--- src/rtl/egress_hdr_pkg.sv ---
// Shared definitions for the egress header rewrite stage: first-word field
// offsets, the IPv4 ethertype, TUSER port-byte positions and FSM states.
package egress_hdr_pkg;

  localparam int unsigned DST_MAC_LSB = 208;
  localparam int unsigned SRC_MAC_LSB = 160;
  localparam int unsigned ETYPE_LSB   = 144;
  localparam int unsigned TTL_LSB     = 72;
  localparam int unsigned PROTO_LSB   = 64;
  localparam int unsigned CKSUM_LSB   = 48;

  localparam logic [15:0] ETHERTYPE_IPV4 = 16'h0800;

  localparam int unsigned TUSER_SRC_PORT_POS = 16;
  localparam int unsigned TUSER_DST_PORT_POS = 24;

  typedef enum logic [1:0] {
    IDLE,
    HDR,
    BODY,
    DROP
  } state_t;

endpackage

--- src/rtl/ip_cksum_incr.sv ---
// Incremental IPv4 header checksum update (RFC 1624) for a single changed
// 16-bit header word; purely combinational.
module ip_cksum_incr (
  input  logic [15:0] old_cksum,
  input  logic [15:0] old_word,
  input  logic [15:0] new_word,
  output logic [15:0] new_cksum
);

  logic [15:0] delta;
  logic [16:0] sum;

  // The word only ever decreases here (TTL >= 2 on entry), so the plain
  // difference equals the ones-complement difference and is added back to HC.
  always_comb begin
    delta     = old_word - new_word;
    sum       = {1'b0, old_cksum} + {1'b0, delta};
    new_cksum = sum[15:0] + {15'd0, sum[16]};
  end

endmodule

--- src/rtl/egress_header_rewrite.sv ---
// Egress MAC rewrite, TTL decrement with incremental checksum and TUSER
// destination-port stamping. Optional flood broadcast: EGRESS_BCAST_SRCMAC_EN.
module egress_header_rewrite
  import egress_hdr_pkg::*;
#(
  parameter int C_S_AXI_DATA_WIDTH   = 32,
  parameter int C_M_AXIS_DATA_WIDTH  = 256,
  parameter int C_S_AXIS_DATA_WIDTH  = 256,
  parameter int C_M_AXIS_TUSER_WIDTH = 128,
  parameter int C_S_AXIS_TUSER_WIDTH = 128,
  parameter int SRC_PORT_POS         = TUSER_SRC_PORT_POS,
  parameter int DST_PORT_POS         = TUSER_DST_PORT_POS
) (
  input  logic                              AXI_ACLK,
  input  logic                              AXI_RESETN,
  input  logic [C_S_AXIS_DATA_WIDTH-1:0]    S_AXIS_TDATA,
  input  logic [C_S_AXIS_DATA_WIDTH/8-1:0]  S_AXIS_TSTRB,
  input  logic [C_S_AXIS_TUSER_WIDTH-1:0]   S_AXIS_TUSER,
  input  logic                              S_AXIS_TVALID,
  input  logic                              S_AXIS_TLAST,
  output logic                              S_AXIS_TREADY,
  output logic [C_M_AXIS_DATA_WIDTH-1:0]    M_AXIS_TDATA,
  output logic [C_M_AXIS_DATA_WIDTH/8-1:0]  M_AXIS_TSTRB,
  output logic [C_M_AXIS_TUSER_WIDTH-1:0]   M_AXIS_TUSER,
  output logic                              M_AXIS_TVALID,
  output logic                              M_AXIS_TLAST,
  input  logic                              M_AXIS_TREADY,
  input  logic                              LKP_VALID,
  output logic                              LKP_READY,
  input  logic [7:0]                        LKP_PORT,
  input  logic [47:0]                       LKP_DST_MAC,
  input  logic [C_S_AXI_DATA_WIDTH-1:0]     mac0_low,
  input  logic [C_S_AXI_DATA_WIDTH-1:0]     mac0_high,
  input  logic [C_S_AXI_DATA_WIDTH-1:0]     mac1_low,
  input  logic [C_S_AXI_DATA_WIDTH-1:0]     mac1_high,
  input  logic [C_S_AXI_DATA_WIDTH-1:0]     mac2_low,
  input  logic [C_S_AXI_DATA_WIDTH-1:0]     mac2_high,
  input  logic [C_S_AXI_DATA_WIDTH-1:0]     mac3_low,
  input  logic [C_S_AXI_DATA_WIDTH-1:0]     mac3_high,
  input  logic [C_S_AXI_DATA_WIDTH-1:0]     reset,
  output logic [C_S_AXI_DATA_WIDTH-1:0]     forwarded_count,
  output logic [C_S_AXI_DATA_WIDTH-1:0]     ttl_drop_count
);

  localparam int unused_src_port_pos = SRC_PORT_POS;

  state_t state, state_n;

  logic [7:0]  lkp_port_q;
  logic [47:0] lkp_mac_q;
  logic        out_free, take, fwd_inc, drop_inc;
  logic [15:0] etype, old_ck, new_ck;
  logic [7:0]  ttl, proto;
  logic        is_ipv4, mac_hit, ttl_expired;
  logic [47:0] src_mac, dst_mac;
  logic [C_S_AXIS_DATA_WIDTH-1:0]  hdr_data;
  logic [C_S_AXIS_TUSER_WIDTH-1:0] hdr_user;

  logic unused_mac_bits;
  assign unused_mac_bits = ^{mac0_high[C_S_AXI_DATA_WIDTH-1:16], mac1_high[C_S_AXI_DATA_WIDTH-1:16],
                             mac2_high[C_S_AXI_DATA_WIDTH-1:16], mac3_high[C_S_AXI_DATA_WIDTH-1:16]};

  assign etype  = S_AXIS_TDATA[ETYPE_LSB +: 16];
  assign ttl    = S_AXIS_TDATA[TTL_LSB +: 8];
  assign proto  = S_AXIS_TDATA[PROTO_LSB +: 8];
  assign old_ck = S_AXIS_TDATA[CKSUM_LSB +: 16];

  assign is_ipv4     = (etype == ETHERTYPE_IPV4);
  assign mac_hit     = lkp_port_q[0] | lkp_port_q[2] | lkp_port_q[4] | lkp_port_q[6];
  assign ttl_expired = is_ipv4 && mac_hit && (ttl <= 8'd1);
  assign out_free    = !M_AXIS_TVALID || M_AXIS_TREADY;

  ip_cksum_incr u_cksum (
    .old_cksum (old_ck),
    .old_word  ({ttl, proto}),
    .new_word  ({ttl - 8'd1, proto}),
    .new_cksum (new_ck)
  );

  // Lowest even (MAC) port wins when the lookup is multi-hot.
  always_comb begin
    if (lkp_port_q[0])      src_mac = {mac0_high[15:0], mac0_low};
    else if (lkp_port_q[2]) src_mac = {mac1_high[15:0], mac1_low};
    else if (lkp_port_q[4]) src_mac = {mac2_high[15:0], mac2_low};
    else                    src_mac = {mac3_high[15:0], mac3_low};
  end

`ifdef EGRESS_BCAST_SRCMAC_EN
  logic flood;
  assign flood   = ($countones({lkp_port_q[6], lkp_port_q[4], lkp_port_q[2], lkp_port_q[0]}) > 1);
  assign dst_mac = flood ? 48'hFFFF_FFFF_FFFF : lkp_mac_q;
`else
  assign dst_mac = lkp_mac_q;
`endif

  always_comb begin
    hdr_data = S_AXIS_TDATA;
    hdr_user = S_AXIS_TUSER;
    hdr_user[DST_PORT_POS +: 8] = lkp_port_q;
    if (is_ipv4 && mac_hit) begin
      hdr_data[DST_MAC_LSB +: 48] = dst_mac;
      hdr_data[SRC_MAC_LSB +: 48] = src_mac;
      hdr_data[TTL_LSB +: 8]      = ttl - 8'd1;
      hdr_data[CKSUM_LSB +: 16]   = new_ck;
    end
  end

  always_comb begin
    state_n       = state;
    S_AXIS_TREADY = 1'b0;
    LKP_READY     = 1'b0;
    take          = 1'b0;
    fwd_inc       = 1'b0;
    drop_inc      = 1'b0;
    case (state)
      IDLE: if (LKP_VALID) state_n = HDR;
      HDR: begin
        S_AXIS_TREADY = out_free;
        if (S_AXIS_TVALID && out_free) begin
          LKP_READY = 1'b1;
          if (ttl_expired) begin
            drop_inc = 1'b1;
            state_n  = S_AXIS_TLAST ? IDLE : DROP;
          end else begin
            take    = 1'b1;
            fwd_inc = 1'b1;
            state_n = S_AXIS_TLAST ? IDLE : BODY;
          end
        end
      end
      BODY: begin
        S_AXIS_TREADY = out_free;
        if (S_AXIS_TVALID && out_free) begin
          take = 1'b1;
          if (S_AXIS_TLAST) state_n = IDLE;
        end
      end
      DROP: begin
        S_AXIS_TREADY = 1'b1;
        if (S_AXIS_TVALID && S_AXIS_TLAST) state_n = IDLE;
      end
      default: state_n = IDLE;
    endcase
  end

  always_ff @(posedge AXI_ACLK or negedge AXI_RESETN) begin
    if (!AXI_RESETN) begin
      state      <= IDLE;
      lkp_port_q <= '0;
      lkp_mac_q  <= '0;
    end else begin
      state <= state_n;
      if (state == IDLE && LKP_VALID) begin
        lkp_port_q <= LKP_PORT;
        lkp_mac_q  <= LKP_DST_MAC;
      end
    end
  end

  always_ff @(posedge AXI_ACLK or negedge AXI_RESETN) begin
    if (!AXI_RESETN) begin
      M_AXIS_TVALID <= 1'b0;
      M_AXIS_TDATA  <= '0;
      M_AXIS_TSTRB  <= '0;
      M_AXIS_TUSER  <= '0;
      M_AXIS_TLAST  <= 1'b0;
    end else if (take) begin
      M_AXIS_TVALID <= 1'b1;
      M_AXIS_TDATA  <= (state == HDR) ? hdr_data : S_AXIS_TDATA;
      M_AXIS_TUSER  <= (state == HDR) ? hdr_user : S_AXIS_TUSER;
      M_AXIS_TSTRB  <= S_AXIS_TSTRB;
      M_AXIS_TLAST  <= S_AXIS_TLAST;
    end else if (M_AXIS_TREADY) begin
      M_AXIS_TVALID <= 1'b0;
    end
  end

  always_ff @(posedge AXI_ACLK or negedge AXI_RESETN) begin
    if (!AXI_RESETN) begin
      forwarded_count <= '0;
      ttl_drop_count  <= '0;
    end else if (reset == C_S_AXI_DATA_WIDTH'(1)) begin
      forwarded_count <= '0;
      ttl_drop_count  <= '0;
    end else begin
      if (fwd_inc && forwarded_count != '1) forwarded_count <= forwarded_count + 1'b1;
      if (drop_inc && ttl_drop_count != '1) ttl_drop_count <= ttl_drop_count + 1'b1;
    end
  end

endmodule

--- config.mk ---
export PLATFORM = sky130hd
export DESIGN_NAME = egress_header_rewrite
export DESIGN_NICKNAME = d
export VERILOG_FILES = /design/src/rtl/egress_hdr_pkg.sv /design/src/rtl/ip_cksum_incr.sv /design/src/rtl/egress_header_rewrite.sv
export SDC_FILE = /design/constraint.sdc
export NUM_CORES = 1
export LEC_CHECK = 0
export ABC_AREA = 1
export ABC_CLOCK_PERIOD_IN_PS = 5800
export BUFFER_PORTS_ARGS = -buffer_cell sky130_fd_sc_hd__buf_2
export CAP_MARGIN = 5
export CORE_AREA = 2 2 489 491
export CTS_BUF_LIST = sky130_fd_sc_hd__clkbuf_4
export DETAILED_ROUTE_END_ITERATION = 7
export DIE_AREA = 0 0 491 493
export PLACE_DENSITY = 0.3
export SLEW_MARGIN = 20
export SYNTH_ARGS = -nofsm -noshare
export SYNTH_HDL_FRONTEND = slang
export SYNTH_SLANG_ARGS = --single-unit
--- constraint.sdc ---
create_clock -name AXI_ACLK -period 5.8 [get_ports AXI_ACLK]
set_input_delay 0.58 -clock AXI_ACLK [delete_from_list [all_inputs] [get_ports AXI_ACLK]]
set_output_delay 0.58 -clock AXI_ACLK [all_outputs]
set_load 0.005 [all_outputs]
# ---- After elaboration in Yosys (flattened, before gate mapping)
# Cells that the tools add are included.
dict set report totals {
  register_bits 540
  out_inout_bits 484
  inputBits 766
  word_cells 80
}
dict set report classes {
  reduce_logical 15
  mux 33
  magnitude_cmp 1
  addsub 6
  n_eq_ne 12
  bitwise 3
}
# cell n
set op_table {}
lappend op_table {{2-to-1 mux 256 bit} 1}
lappend op_table {{2-to-1 mux 32 bit} 5}
lappend op_table {{2-to-1 mux 48 bit} 3}
lappend op_table {{2-to-1 mux 96 bit} 1}
lappend op_table {{adder 32 x 1 -> 32 bit, second input constant} 2}
lappend op_table {{!= test 32 bit, second input constant} 2}
lappend op_table {{== test 32 x 1 -> 1 bit, second input constant} 1}
lappend op_table {{adder 16 x 16 -> 17 bit} 1}
lappend op_table {{adder 16 x 1 -> 16 bit} 1}
lappend op_table {{== test 16 x 12 -> 1 bit, second input constant} 1}
lappend op_table {{2-to-1 mux 16 bit} 1}
lappend op_table {{2-to-1 mux 2 bit} 8}
lappend op_table {{subtractor 16 bit} 1}
lappend op_table {{2-to-1 mux 1 bit} 10}
lappend op_table {{!= test 2 bit, second input constant} 5}
lappend op_table {{<= comparator 8 x 1 -> 1 bit, second input constant} 1}
lappend op_table {{2-to-1 mux 8 bit} 1}
lappend op_table {{case mux 2 bit (4 select lines)} 1}
lappend op_table {{subtractor 8 x 1 -> 8 bit, second input constant} 1}
lappend op_table {{logical AND 1 bit} 7}
lappend op_table {{nonzero test 2 bit} 3}
lappend op_table {{AND reduction 5 bit} 1}
lappend op_table {{== test 2 bit, second input constant} 2}
lappend op_table {{case mux 1 bit (2 select lines)} 2}
lappend op_table {{other kinds (6)} 8}

# ---- Depth between registers and ports, before layout
# Gate-level depths: netlist (run 1).
dict set report logic_depth {
  depth_word 11
  depth_mapped 31
  ltp_nobuf 31
}

# ---- Cells and area by module
# A second synthesis (run 1) with hierarchy kept.
dict set report unflattened {
  hier_cells 3882
  hier_area_um2 28706.3
}
# module cells_each instances area_each_um2 seq_area_each_um2
set modules_own_cells {}
lappend modules_own_cells {egress_header_rewrite 3490 1 26450.4 13513.0}
lappend modules_own_cells {ip_cksum_incr 392 1 2255.9 0.0}

# ---- Worst setup path before layout (run 1)
# OpenSTA, ideal clock, no wires.
dict set report synth_path {
  kind {input-to-reg}
  startpoint {input port S_AXIS_TDATA[72]}
  endpoint {register M_AXIS_TDATA[62]}
  n_path_buf 0
  t_arrival_ns 4.083
  setup_ns 0.116
  path_stages 31
  path_slack_ns 1.600
  required_ns 5.684
  path_cell_list {inv_1 -> ha_1 -> nand2_1 -> inv_1 -> ha_1 -> xor2_1 -> inv_1 -> nand3_1 -> nand2_1 -> xnor2_1 -> inv_1 -> ha_1 -> nand2_1 -> inv_1 -> nand4_1 -> nand3_1 -> a21oi_1 -> o21bai_1 -> ha_1 -> ha_1 -> inv_1 -> nor2_1 -> nand3_1 -> nor2_1 -> nand2_1 -> nor2_1 -> nand2_1 -> nand2_1 -> nand3_1 -> nand2_1 -> nand2_1}
}
dict set report synth_via {
  elab_chain_len 6
  word_cells_on_any_way 11
  cone_classes {add/sub: 4; order compare: 1; mux: 5; reduce/logical: 1}
}
# element line_no
set synth_rtl {}
lappend synth_rtl {{start: declaration} egress_header_rewrite.sv:16} ;# input logic [C_S_AXIS_DATA_WIDTH-1:0] S_AXIS_TDATA,
lappend synth_rtl {{subtractor 8 x 1 -> 8 bit} egress_header_rewrite.sv:76} ;# .new_word ({ttl - 8'd1, proto}),
lappend synth_rtl {{subtractor 16 bit} ip_cksum_incr.sv:16} ;# delta = old_word - new_word;
lappend synth_rtl {{adder 16 x 16 -> 17 bit} ip_cksum_incr.sv:17} ;# sum = {1'b0, old_cksum} + {1'b0, delta};
lappend synth_rtl {{adder 16 x 1 -> 16 bit} ip_cksum_incr.sv:18} ;# new_cksum = sum[15:0] + {15'd0, sum[16]};
lappend synth_rtl {{2-to-1 mux 16 bit} egress_header_rewrite.sv:100} ;# if (is_ipv4 && mac_hit) begin
lappend synth_rtl {{2-to-1 mux 256 bit} egress_header_rewrite.sv:169} ;# M_AXIS_TDATA <= (state == HDR) ? hdr_data : S_AXIS_TDATA;
lappend synth_rtl {{end signal: assignment} egress_header_rewrite.sv:169}
lappend synth_rtl {{end: declaration} egress_header_rewrite.sv:22} ;# output logic [C_M_AXIS_DATA_WIDTH-1:0] M_AXIS_TDATA,
# Parallel ways exist; a longest one is shown, timed or not.
# A chain may end at the register's enable or synchronous reset.

# ---- Worst setup path after layout (run 1)
dict set report layout_path {
  startpoint {input port S_AXIS_TDATA[73]}
  endpoint {register M_AXIS_TDATA[62]}
}
# Same word-level chain as after synthesis.

==> results of run 1 <==
## area by class of cell
class,instances,area (um2)
tap,3167,3960
fill,27269,191000
multi-input combinational,2442,11300
timing repair buffer,2038,14500
clock inverter,53,339
clock buffer,255,1910
antenna,20,50.0
inverter,149,567
sequential,540,13500
## worst min-delay path, delay by kind of cell
| kind | cells | cell delay (ns) |
|---|---|---|
| AOI/OAI and AO/OA | 3 | 0.49 |
| buffers and inverters | 1 | 0.10 |
| and+or+nand+nor | 1 | 0.09 |
## stage by stage
step | cell area [um2] | instances
2_1_floorplan | 26200 | 3301
3_3_place_gp | 35700 | 7528
3_5_place_dp | 35700 | 7528
4_1_cts | 46100 | 8644
5_1_grt | 46100 | 8657
6_report | 46200 | 8664
## layer usage
metal	global-route usage, %	vias up	wire length (um)
li1	-	14700	-
met1	15.1	14234	66100
met2	23.1	1139	80200
met3	5.18	276	14300
met4	4.11	30	5080
met5	0	-	187
## where the power goes
group / internal (mW) / total (mW) / switching [mW]
clock: 2.12 / 4.19 / 2.07
combinational: 2.91 / 7.63 / 4.71
sequential: 5.38 / 6.31 / 0.927
total: 10.4 / 18.1 / 7.71
## cells by family after synthesis
kind of cell	after synthesis	share of synthesized area, %
muxes	108	4.38
xor gates and xnor gates	68	2.27
DFF	540	51.5
adders and majority gates	27	1.32
and+or+nand+nor	1869	27.8
buffers and inverters	319	5.60
AOI/OAI and AO/OA	369	7.13
other	1	0.0143
## worst paths after layout
check | from | endpoint | slack, ns
min in group asynchronous | AXI_RESETN | M_AXIS_TUSER[23] | 0.72
max | S_AXIS_TDATA[73] | M_AXIS_TDATA[62] | 0.57
min | mac0_low[3] | M_AXIS_TDATA[163] | 0.17
min reg2reg | M_AXIS_TDATA[10] | M_AXIS_TDATA[10] | 0.47
max in group asynchronous | AXI_RESETN | M_AXIS_TDATA[51] | 4.13
max reg2reg | lkp_port_q[2] | M_AXIS_TUSER[35] | 1.93
## flip-flops by register name (all words and copies together) (netlist names)
signal           flops
M_AXIS_TUSER       128
forwarded_count     32
M_AXIS_TDATA       256
M_AXIS_TLAST         1
dst_mac             48
ttl_drop_count      32
lkp_port_q           8
state                2
M_AXIS_TSTRB        32
M_AXIS_TVALID        1
## what timing repair did
item,4_1_cts,5_1_grt
setup endpoints to repair,0,1
resized for setup,0,2
hold buffers,808,0
hold endpoints to repair,684,0
## cells in the mapped netlist (all sizes together) (2+ instances only)
master / instances / area share [%]
nor2: 263 / 3.8
ha: 26 / 1.2
dfrtp: 540 / 52
nand3: 95 / 1.8
o21bai: 2 / 0.057
inv: 149 / 2.1
o21ai: 349 / 6.7
mux2i: 54 / 2.1
xnor2: 28 / 0.93
nor3b: 2 / 0.057
o221ai: 2 / 0.067
a21oi: 11 / 0.21
mux2: 54 / 2.3
or2: 3 / 0.072
clkbuf: 72 / 1.0
nand2: 1433 / 21
buf: 98 / 2.4
xor2: 40 / 1.3
nor3: 46 / 0.88
nand4: 21 / 0.50
nand3b: 6 / 0.17
==> impl_metrics.ini, run 1 <==
[route]
vias = 30379
initialDrtViolationCount = 1593
first_pass_iters = 5
wire_per_inst_um = 19.1
ant_nets = 0
viasPerCell = 3.51
route.final.wire_length_um = 166000
drcViolationCount = 0

[layout]
final_common_cell = nand2_1
fin_util_pct = 19.5
fin_nets = 6145
drive_gt1_share_pct = 28.9
mostFrequentLayoutCells = 1430 x nand2_1, 1184 x buf_2, 807 x dlygate4sd3_1, 537 x dfrtp_1, 311 x o21ai_0
syn_to_final_growth_pct = 75.9

[power_and_ir_drop]
power_mw = 18.1
peakVddDrop_v = 0.000209
power_density_mw_per_mm2 = 393
p_leak_nw = 23.5

[synth]
ys.warnings.count = 0
synth_cells = 3301
ys_seq_area_share_pct = 51.5
synth.distinct_cells = 36
ys_seq_elements = 540
avgSynthCellArea_um2 = 7.95
synth_edf_count = 0
synthArstFlopShare_pct = 100
yosys_most_used_dff = dfrtp_1
synth_nets = 4094
syn_area_mm2 = 0.0262

[setup_path]
crit_path_frequent_cell = nand2_1
path_class = input pin to flip-flop
reg2regPathDepth = 13
startpoint_type = input pin
path_buf_inv = 9
crit_required_ns = 6.87
crit_family = simple AND/OR/NAND/NOR gates
arrival_ns = 6.29
crit_fanout = 7
slowest_stage = dlygate4sd3_1
cpPeakStageDelay_ns = 0.55
cp.depth = 34
end_kind = flip-flop

[timing]
finClkSkew_ns = 0.0775
rsz0062_at_grt = no
fin_ws_ns = 0.575
maxSlewViolCount = 0
post-route-min-period_ns = 5.23
worst_hold_slack_ns = 0.166
tightestPinTransition_ns = 1.12
tns_ns = 0
relSlewSlack_pct = 24.3
timing.fmax_mhz = 191
setup_viol = 0
finalHoldViolCount = 0
finalCritPeriodShare_pct = 90.1

[flow_run]
maxCapViolations = 0

[placement]
place_ws_ns = 0.330
dpl.hpwl_um = 129000
place.gp.congestion = 0.905
portBuffers = 1185

[outcome]
status = complete, no violations

[clock_network]
clock_sinks = 540
insertion_delay_ns = 1.18
clockRootBuffer = clkbuf_4
cts_made_buffers = 181
cts.htree.levels = 4
clock_path_buffers = 3
clkTransAtPathRegs_ns = 0.06
cts_tree = yes
cts_setup_buffers = 0

[global_route]
grt_pass1_vias = 31979
antenna_found_initial = 59
grt_pass1_wl_um = 233000
grt_overflow_total = 0
grtUsageTotal_pct = 13.4
grt_max_degree = 151

[die]
die_w_um = 491
num_rows = 179
coreArea_mm2 = 0.237
die-area_mm2 = 0.242
initial_core_util_pct = 11.1
pin_count = 1250
die_y_um = 493

[worst_hold_path]
hold_path_class = input pin to flip-flop
holdPathStages = 5
Power figures use the tool's default switching activity.
==> run 2, diff against run 1 <==
Settings changed: PLACE_DENSITY 0.3 to default.
==> run 2 against run 1 <==
Against the previous run:
- sequential cell count unchanged
- via count up 4.2%
- register-to-register slack worse by 0.86 ns
- first-iteration DRC count up 66%
- worst hold slack better by 0.0036 ns
- worst setup slack better by 0.16 ns
- cell count up 0.10%
- sequential share of layout area up 0.11 points
- combinational power down 3.1%
- critical path type unchanged
- count of clock-buffer cells in the layout down 24
- clock skew up 0.030 ns
- wire length up 2.5%
==> impl_metrics.ini, run 2 (same netlist as run 1, synthesis figures left out) <==
[clock_network]
cts_resized = 0
cts_setup_buffers = 0
clock_sinks = 540
insertion_delay_ns = 1.17
cts_tree = yes
cts.htree.levels = 4
clockRootBuffer = clkbuf_4
cts_made_buffers = 160
clock_path_buffers = 3
clkTransAtPathRegs_ns = 0.06

[die]
die-area_mm2 = 0.242
initial_core_util_pct = 11.1
num_rows = 179
die_y_um = 493
pin_count = 1250
coreArea_mm2 = 0.237
die_w_um = 491

[timing]
maxSlewViolCount = 0
finalHoldViolCount = 0
tightestPinTransition_ns = 1.27
timing.fmax_mhz = 198
rsz0062_at_grt = no
tns_ns = 0
finClkSkew_ns = 0.107
setup_viol = 0
finalCritPeriodShare_pct = 87.3
relSlewSlack_pct = 14.2
post-route-min-period_ns = 5.06

[global_route]
grt_max_degree = 156
grt_pass1_wl_um = 233000
antenna_found_initial = 90
grt_pass1_vias = 32199
grt_overflow_total = 0
grtUsageTotal_pct = 13.5

[setup_path]
crit_fanout = 7
cpPeakStageDelay_ns = 0.60
slowest_stage = dlygate4sd3_1
arrival_ns = 6.08
crit_path_frequent_cell = inv_1
path_class = input pin to flip-flop
crit_required_ns = 6.82
end_kind = flip-flop
startpoint_type = input pin

[route]
ant_nets = 0
wire_per_inst_um = 19.6
vias = 31655
first_pass_iters = 6
drcViolationCount = 0
route.final.wire_length_um = 170000
viasPerCell = 3.65
initialDrtViolationCount = 2645

[power_and_ir_drop]
power_frac_seq_pct = 36.4
power_density_mw_per_mm2 = 387
power_frac_clock_pct = 22.2
peakVddDrop_v = 0.000255
p_int_mw = 10.3
sw_frac_of_total_pct = 42.2
pwr-share-comb_pct = 41.4
switching_power_mw = 7.52
p_leak_nw = 23.3

[layout]
mostFrequentLayoutCells = 1431 x nand2_1, 1184 x buf_2, 801 x dlygate4sd3_1, 537 x dfrtp_1, 303 x o21ai_0
final_common_cell = nand2_1
top_register = M_AXIS_TDATA
largest_register_ffs = 256
drive_gt1_share_pct = 28.6
fin_nets = 6124
fin_util_pct = 19.4
syn_to_final_growth_pct = 75.3

[placement]
dpl.hpwl_um = 125000
portBuffers = 1185
place.gp.congestion = 0.902

[flow_run]
maxCapViolations = 0

[outcome]
status = complete, no violations

[worst_hold_path]
hold_path_class = input pin to flip-flop
run 2: worst paths after layout:
kind | startpoint | end | slack, ns | cells past startpoint
max | S_AXIS_TDATA[73] | M_AXIS_TDATA[56] | 0.74 | 30
min | mac0_high[15] | M_AXIS_TDATA[207] | 0.17 | 5
max reg2reg | lkp_port_q[0] | M_AXIS_TDATA[79] | 1.07 | 13
min reg2reg | M_AXIS_TSTRB[29] | M_AXIS_TSTRB[29] | 0.47 | 2
max in group asynchronous | AXI_RESETN | ttl_drop_count[17] | 4.63 | 3
min in group asynchronous | AXI_RESETN | M_AXIS_TUSER[32] | 0.29 | 3
run 2: cell type report:
type	count	area, um2
well taps	3167	3960
clock buffers	231	1730
repair buffers	2038	14400
clock inverters	41	315
inverters	149	568
diodes	65	163
flip-flops and latches	540	13500
multi-input cells	2442	11300
fillers	26108	191000
run 2: power groups by stage:
stage	registers, mW	logic, mW	clock network (mW)
global placement	6.40	6.65	0
floorplan	6.33	3.34	0
global route	6.64	8.15	4.33
CTS	6.39	7.29	4.13
finish	6.48	7.39	3.95
detailed placement	6.43	6.73	0
run 2: timing repair:
item,4_1_cts,5_1_grt
hold buffers,802,0
endpoints found under the setup margin,0,0
hold endpoints to repair,674,0
run 2: worst max-delay path, delay by kind of cell:
kind / cells / cell delay (ns)
AOI/OAI and AO/OA: 2 / 0.33
and+or+nand+nor: 11 / 1.17
adders and majority gates: 5 / 1.24
buffers and inverters: 10 / 2.38
xor gates and xnor gates: 2 / 0.38
run 2: metrics by stage:
| stage | setup slack [ns] | hold slack [ns] | area, um2 | instances | total power, mW |
|---|---|---|---|---|---|
| floorplan | 1.60 | 0.284 | 26200 | 3301 | 9.67 |
| global placement | 0.724 | 0.456 | 35700 | 7534 | 13.1 |
| detailed placement | 0.738 | 0.459 | 35700 | 7534 | 13.2 |
| CTS | 0.975 | 0.00119 | 45800 | 8608 | 17.8 |
| global route | 0.476 | 0.0235 | 45900 | 8646 | 19.1 |
| finish | 0.737 | 0.169 | 46000 | 8673 | 17.8 |
run 2: routing by layer:
metal / wire length, um / up-vias / global-route usage (%) / share of wire (%)
met5: 287 / - / 0 / 0.17
met3: 17000 / 516 / 5.29 / 10
met1: 60000 / 14712 / 13.9 / 35
met4: 13700 / 42 / 9.81 / 8.1
li1: - / 14650 / - / -
met2: 78900 / 1735 / 22.4 / 46
